[src/rtl/addsub_pkg.sv]
// ---------------------------------------------------------------------------
// addsub_pkg
// Shared definitions for the bit-serial adder/subtractor.
//   state_t  : controller states (IDLE / RUN / DONE)
//   MODE_ADD : mode encoding for a + b
//   MODE_SUB : mode encoding for a - b (computed as a + ~b + 1)
//   cnt_width: width of the bit counter for a given operand width
// ---------------------------------------------------------------------------
package addsub_pkg;

  typedef enum logic [1:0] {
    IDLE = 2'd0,
    RUN  = 2'd1,
    DONE = 2'd2
  } state_t;

  localparam logic MODE_ADD = 1'b0;
  localparam logic MODE_SUB = 1'b1;

  // Bit counter only has to reach WIDTH-1, so ceil(log2(WIDTH)) bits suffice.
  // Clamp to one bit so a degenerate width still yields a legal vector.
  function automatic int cnt_width(input int width);
    int w;
    w = $clog2(width);
    if (w < 1) begin
      w = 1;
    end
    return w;
  endfunction

endpackage : addsub_pkg

[src/rtl/addsub_bit.sv]
// ---------------------------------------------------------------------------
// addsub_bit
// Combinational one-bit add/subtract cell. Operand b is inverted when sub
// is set; together with a carry-in of 1 on the first bit this turns the
// adder into a two's-complement subtractor.
// Ports:
//   a    in  1 : operand A bit
//   b    in  1 : operand B bit (before conditional inversion)
//   cin  in  1 : carry in
//   sub  in  1 : 1 = subtract (invert b)
//   s    out 1 : sum / difference bit
//   cout out 1 : carry out (for subtract: 1 = no borrow)
// ---------------------------------------------------------------------------
module addsub_bit (
  input  logic a,
  input  logic b,
  input  logic cin,
  input  logic sub,
  output logic s,
  output logic cout
);

  logic w_b;
  logic w_p;

  assign w_b  = b ^ sub;
  assign w_p  = a ^ w_b;          // propagate
  assign s    = w_p ^ cin;
  assign cout = (a & w_b) | (cin & w_p);

endmodule : addsub_bit

[src/rtl/serial_addsub.sv]
// ---------------------------------------------------------------------------
// serial_addsub
// Bit-serial adder/subtractor. Operands are captured on an accepted start
// and processed LSB-first, one bit per clock, through a single addsub_bit
// cell with a registered carry. Results are published in one step when the
// last bit completes, so they never show a partially built value.
// Ports:
//   clk      in  1     : rising-edge clock
//   rst      in  1     : asynchronous active-high reset
//   start    in  1     : request, sampled only in IDLE or DONE
//   mode     in  1     : 0 = a+b, 1 = a-b (captured with start)
//   a        in  WIDTH : operand A (captured with start)
//   b        in  WIDTH : operand B (captured with start)
//   busy     out 1     : high while bits are being processed
//   done     out 1     : one-cycle pulse, results valid from this cycle on
//   result   out WIDTH : sum / difference, held until the next operation
//   cout     out 1     : final carry (subtract: 1 = no borrow)
//   overflow out 1     : two's-complement signed overflow
// ---------------------------------------------------------------------------
module serial_addsub
  import addsub_pkg::*;
#(
  parameter int WIDTH = 8
) (
  input  logic             clk,
  input  logic             rst,
  input  logic             start,
  input  logic             mode,
  input  logic [WIDTH-1:0] a,
  input  logic [WIDTH-1:0] b,
  output logic             busy,
  output logic             done,
  output logic [WIDTH-1:0] result,
  output logic             cout,
  output logic             overflow
);

  localparam int CW = cnt_width(WIDTH);
  localparam logic [CW-1:0] LAST_BIT = CW'(WIDTH - 1);

  state_t           r_state;
  logic [WIDTH-1:0] r_a;
  logic [WIDTH-1:0] r_b;
  logic [WIDTH-1:0] r_sum_sr;   // partial sum, fills from the MSB end
  logic [WIDTH-1:0] r_result;
  logic [CW-1:0]    r_cnt;
  logic             r_mode;
  logic             r_carry;
  logic             r_cout;
  logic             r_overflow;
  logic             r_busy;
  logic             r_done;

  logic             w_sum;
  logic             w_carry;
  logic [WIDTH-1:0] w_sum_sr_next;

  addsub_bit u_bit (
    .a    (r_a[0]),
    .b    (r_b[0]),
    .cin  (r_carry),
    .sub  (r_mode),
    .s    (w_sum),
    .cout (w_carry)
  );

  // New sum bit enters at the MSB while the register shifts right; after
  // WIDTH shifts the LSB computed first has reached bit 0.
  assign w_sum_sr_next = WIDTH'({w_sum, r_sum_sr} >> 1);

  always_ff @(posedge clk or posedge rst) begin
    if (rst) begin
      r_state    <= IDLE;
      r_a        <= '0;
      r_b        <= '0;
      r_sum_sr   <= '0;
      r_result   <= '0;
      r_cnt      <= '0;
      r_mode     <= MODE_ADD;
      r_carry    <= 1'b0;
      r_cout     <= 1'b0;
      r_overflow <= 1'b0;
      r_busy     <= 1'b0;
      r_done     <= 1'b0;
    end else begin
      case (r_state)
        IDLE, DONE: begin
          r_done <= 1'b0;
          if (start) begin
            r_a     <= a;
            r_b     <= b;
            r_mode  <= mode;
            // Subtraction needs the +1 of the two's complement of b, which
            // is injected as the initial carry.
            r_carry <= mode;
            r_cnt   <= '0;
            r_busy  <= 1'b1;
            r_state <= RUN;
          end else begin
            r_busy  <= 1'b0;
            r_state <= IDLE;
          end
        end

        RUN: begin
          r_a      <= r_a >> 1;
          r_b      <= r_b >> 1;
          r_sum_sr <= w_sum_sr_next;
          r_carry  <= w_carry;
          if (r_cnt == LAST_BIT) begin
            // r_carry is the carry into the MSB, w_carry the carry out;
            // they differ exactly when the signed result overflows.
            r_result   <= w_sum_sr_next;
            r_cout     <= w_carry;
            r_overflow <= r_carry ^ w_carry;
            r_cnt      <= '0;
            r_busy     <= 1'b0;
            r_done     <= 1'b1;
            r_state    <= DONE;
          end else begin
            r_cnt <= r_cnt + 1'b1;
          end
        end

        default: begin
          r_busy  <= 1'b0;
          r_done  <= 1'b0;
          r_state <= IDLE;
        end
      endcase
    end
  end

  assign busy     = r_busy;
  assign done     = r_done;
  assign result   = r_result;
  assign cout     = r_cout;
  assign overflow = r_overflow;

endmodule : serial_addsub

[config.mk]
export PLATFORM = sky130hd
export DESIGN_NAME = serial_addsub
export DESIGN_NICKNAME = d
export VERILOG_FILES = /design/src/rtl/addsub_pkg.sv /design/src/rtl/addsub_bit.sv /design/src/rtl/serial_addsub.sv
export SDC_FILE = /design/constraint.sdc
export NUM_CORES = 1
export LEC_CHECK = 0
export CAP_MARGIN = 0
export CORE_ASPECT_RATIO = 1.2
export CORE_MARGIN = 3
export CORE_UTILIZATION = 50
export DETAILED_ROUTE_END_ITERATION = 8
export GPL_TIMING_DRIVEN = 0
export PLACE_DENSITY = 0.75
export SETUP_SLACK_MARGIN = 0.1
export SLEW_MARGIN = 20
export SYNTH_ARGS = -nofsm -noshare
export SYNTH_HDL_FRONTEND = slang
export SYNTH_SLANG_ARGS = --single-unit
[constraint.sdc]
create_clock -name clk -period 2.18 [get_ports clk]
set_clock_uncertainty 0.05 [all_clocks]
set_input_delay 0.218 -clock clk [delete_from_list [all_inputs] [get_ports clk]]
set_output_delay 0.218 -clock clk [all_outputs]
set_load 0.03 [all_outputs]
==> impl_results.md <==
* Internal at 2.22 mW
* Relative slew slack at 71.4%
* Critical path type: reg2reg
* Layout cells sized above 1 at 23.6%
* Clk_lat worst skew at 0.29 ns
* CTS Buf Count at 5
* Met3 global-route usage at 4.78%
* Worst VDD drop at 596 µV
* Flop2flop setup slack at 0.53 ns
* Share of the synthesized area in the top cell type at 54.5%
* H-tree Lvls at 2
* DR iter-0 viols at 56
* Sw frac at 37.6%
* # DRC at 0
* Placer Congestion at 0.738
* Remaining antenna violation count at 0
* Period minus WS final at 1.65 ns
* Core Box Area at 3480 µm²
* Clock Path Buffers at 2
* Resized cells post-CTS at 0
* GR met1 Demand/Resource at 23.2%
* Worst-path clk slew at 0.08 ns
* Final setup vio count at 0
* Max-Cap Viols at 0
* Initial Util at 54.1%
* Dpl cell area at 2280 µm²
* CTS tree: done
* Final setup TNS at 0 ns
* Final hold violations at 0
* Worst min-delay path class: in2async
* Die ar. at 4540 µm²
* Vias after detailed routing at 1231
* Cell area after layout at 2360 µm²
* Clk pwr share at 13.5%
* Number of hold buffers added after cts at 0
* Syn Area/Cell at 12.5 µm²
* Crit path arrival time at 1.77 ns
* Worst Tran Pin Value at 0.430 ns
* Largest net degree at the start of global routing at 28
* Number of global-route vias before repair at 1203
* CP Launch Type: flop
* Post-Syn Area at 1880 µm²
* Footprint of the multi-input gates at 729 µm²
* Die height at 73.2 µm
* Synth area leaders: dfrtp_1 (54%), mux2_4 (5.6%), a21oi_2 (4.7%)
* Max Clock Freq at 0.608 GHz
* Pwr Density at 1500 nW/µm²
* Post-synth net total at 174
* Worst hold slack at 0.153 ns
* Met2 global-route usage at 25.7%
* Overall Global Routing Usage at 17.1%
* Net switching power at 1.34 mW
* WP data required at 2.30 ns
* Sequential Area at 1030 µm²
* Reg2Reg Depth at 5
* Power Total at 3.56 mW
* WL per Instance at 14.1 µm
* Total Nets Final at 213
* Register area share after synthesis at 54.5%
* Crit end category: flop
* Die Wd at 62.0 µm
* Port bufs at 31
* CTS sink count at 41
* IO Count at 32
* Fill cells at 259
* Area grow syn2layout at 25.5%
* Status: finished, final reports clean
* Yosys top cell by area: dfrtp_1
* Yosys reg bits at 41
* RSZ-0062 raised after global routing: no
* Final Slew Violations at 0
* DRT Pass-1 Iters at 4
* Final Core Density at 67.9%
* Count of cell types in the netlist at 29
* Final WL at 3390 µm
* Leakage at 1.07 nW
* Logic gate share of total power at 48.1%
* Worst setup margin at 0.534 ns
* Seq pwr share at 38.4%
* Part of the cycle the worst path needs at 75.5%
* # diodes at 0
* Post-DP HPWL at 2490 µm
* Root Driver: clkbuf_8
* Top Usage Layer GRT: met2
* Synth Warn # at 0
* Max FO, Critical Path at 10
* Pre-CTS WS at 0.543 ns
* Post-CTS Setup Bufs at 0
* Cells after Synth at 151
* Number of cells in the finished layout apart from fillers at 241
* Gr ovfl total at 0
* Placed cells at 233
* First-pass GRT wire length at 5670 µm
* FP Rows at 23
* Vias per inst at 5.11
* Initial antenna violation count at 0
routing by layer:
metal	vias to the layer above	wire [µm]
met5	-	0
met2	35	1630
met3	5	166
li1	599	-
met4	0	51
met1	592	1540
cell type report:
| type | instances | share of cell area, % |
|---|---|---|
| clock inverters | 2 | 0.635 |
| inverters | 14 | 2.22 |
| multi-input cells | 87 | 30.9 |
| plain buffers | 9 | 3.18 |
| repair buffers | 32 | 14.0 |
| clock buffers | 6 | 3.07 |
| well taps | 50 | 2.65 |
| flip-flops and latches | 41 | 43.4 |
power groups by stage:
stage / clock (mW) / sequential, mW / combinational [mW]
after global placement: 0 / 1.35 / 1.67
after CTS: 0.497 / 1.36 / 1.73
after global routing: 0.534 / 1.41 / 1.86
after detailed placement: 0 / 1.38 / 1.72
final: 0.479 / 1.37 / 1.71
after floorplan: 0 / 1.52 / 1.09
layout by cell type, fill, tap and decap left out, types with 5 or more instances in the layout:
| master | Yosys | layout |
|---|---|---|
| mux2_4 | 7 | 7 |
| a21oi_2 | 10 | 10 |
| clkdlybuf4s50_1 | 0 | 31 |
| clkbuf_8 | 0 | 5 |
| nand2_1 | 6 | 6 |
| o22ai_1 | 10 | 10 |
| inv_1 | 14 | 13 |
| mux2_2 | 7 | 7 |
| buf_6 | 5 | 5 |
| mux2i_1 | 6 | 6 |
| o21ai_0 | 8 | 8 |
| dfrtp_1 | 41 | 41 |
cells by family (layout without fill, tap and decap cells):
group	count (synthesis)	after routing	share of synthesized area [%]
muxes	20	20	13.0
AOI/OAI and AO/OA	42	42	15.3
buffers and inverters	23	63	6.78
adders and majority gates	3	3	2.39
and+or+nand+nor	20	20	7.11
xor gates and xnor gates	2	2	0.930
DFF	41	41	54.5
path summary, 6_finish.rpt:
check | from | endpoint
min in group clk | cout | cout
max in group asynchronous | rst | r_a[5]
max | r_cnt[0] | result[1]
min reg2reg | cout | cout
min | rst | r_carry
max reg2reg | r_cnt[0] | result[1]
sequential cells by signal (all words and copies together), names as in the netlist:
name and cells:
r_a 8, r_b 8, r_sum_sr 7, done 1, r_cnt 3, cout 1
result 8, busy 1, r_carry 1, r_mode 1, r_state 1, overflow 1
synthesized netlist by cell type:
library cell,count
and2_4,1
xor2_1,1
o31ai_1,1
xnor2_1,1
a22o_1,3
nand3b_4,1
dfrtp_1,41
nor3_1,1
mux2_2,7
ha_1,2
a21oi_1,4
nor2_1,2
mux2_4,7
buf_6,5
nand3b_1,1
clkbuf_1,1
nand2_1,6
inv_1,14
o21ai_0,8
fa_1,1
nand3_1,2
nor2b_1,4
nand2b_4,2
a21o_1,2
buf_2,3
a21oi_2,10
o22ai_1,10
a211oi_1,4
mux2i_1,6
critical path: stages, from the launching register on:
cell      delay (ns)
dfrtp_1         0.40
ha_1            0.21
ha_1            0.26
nand3b_4        0.15
buf_6           0.16
mux2_4          0.30
Note: power is estimated with default switching activity, not from simulation.
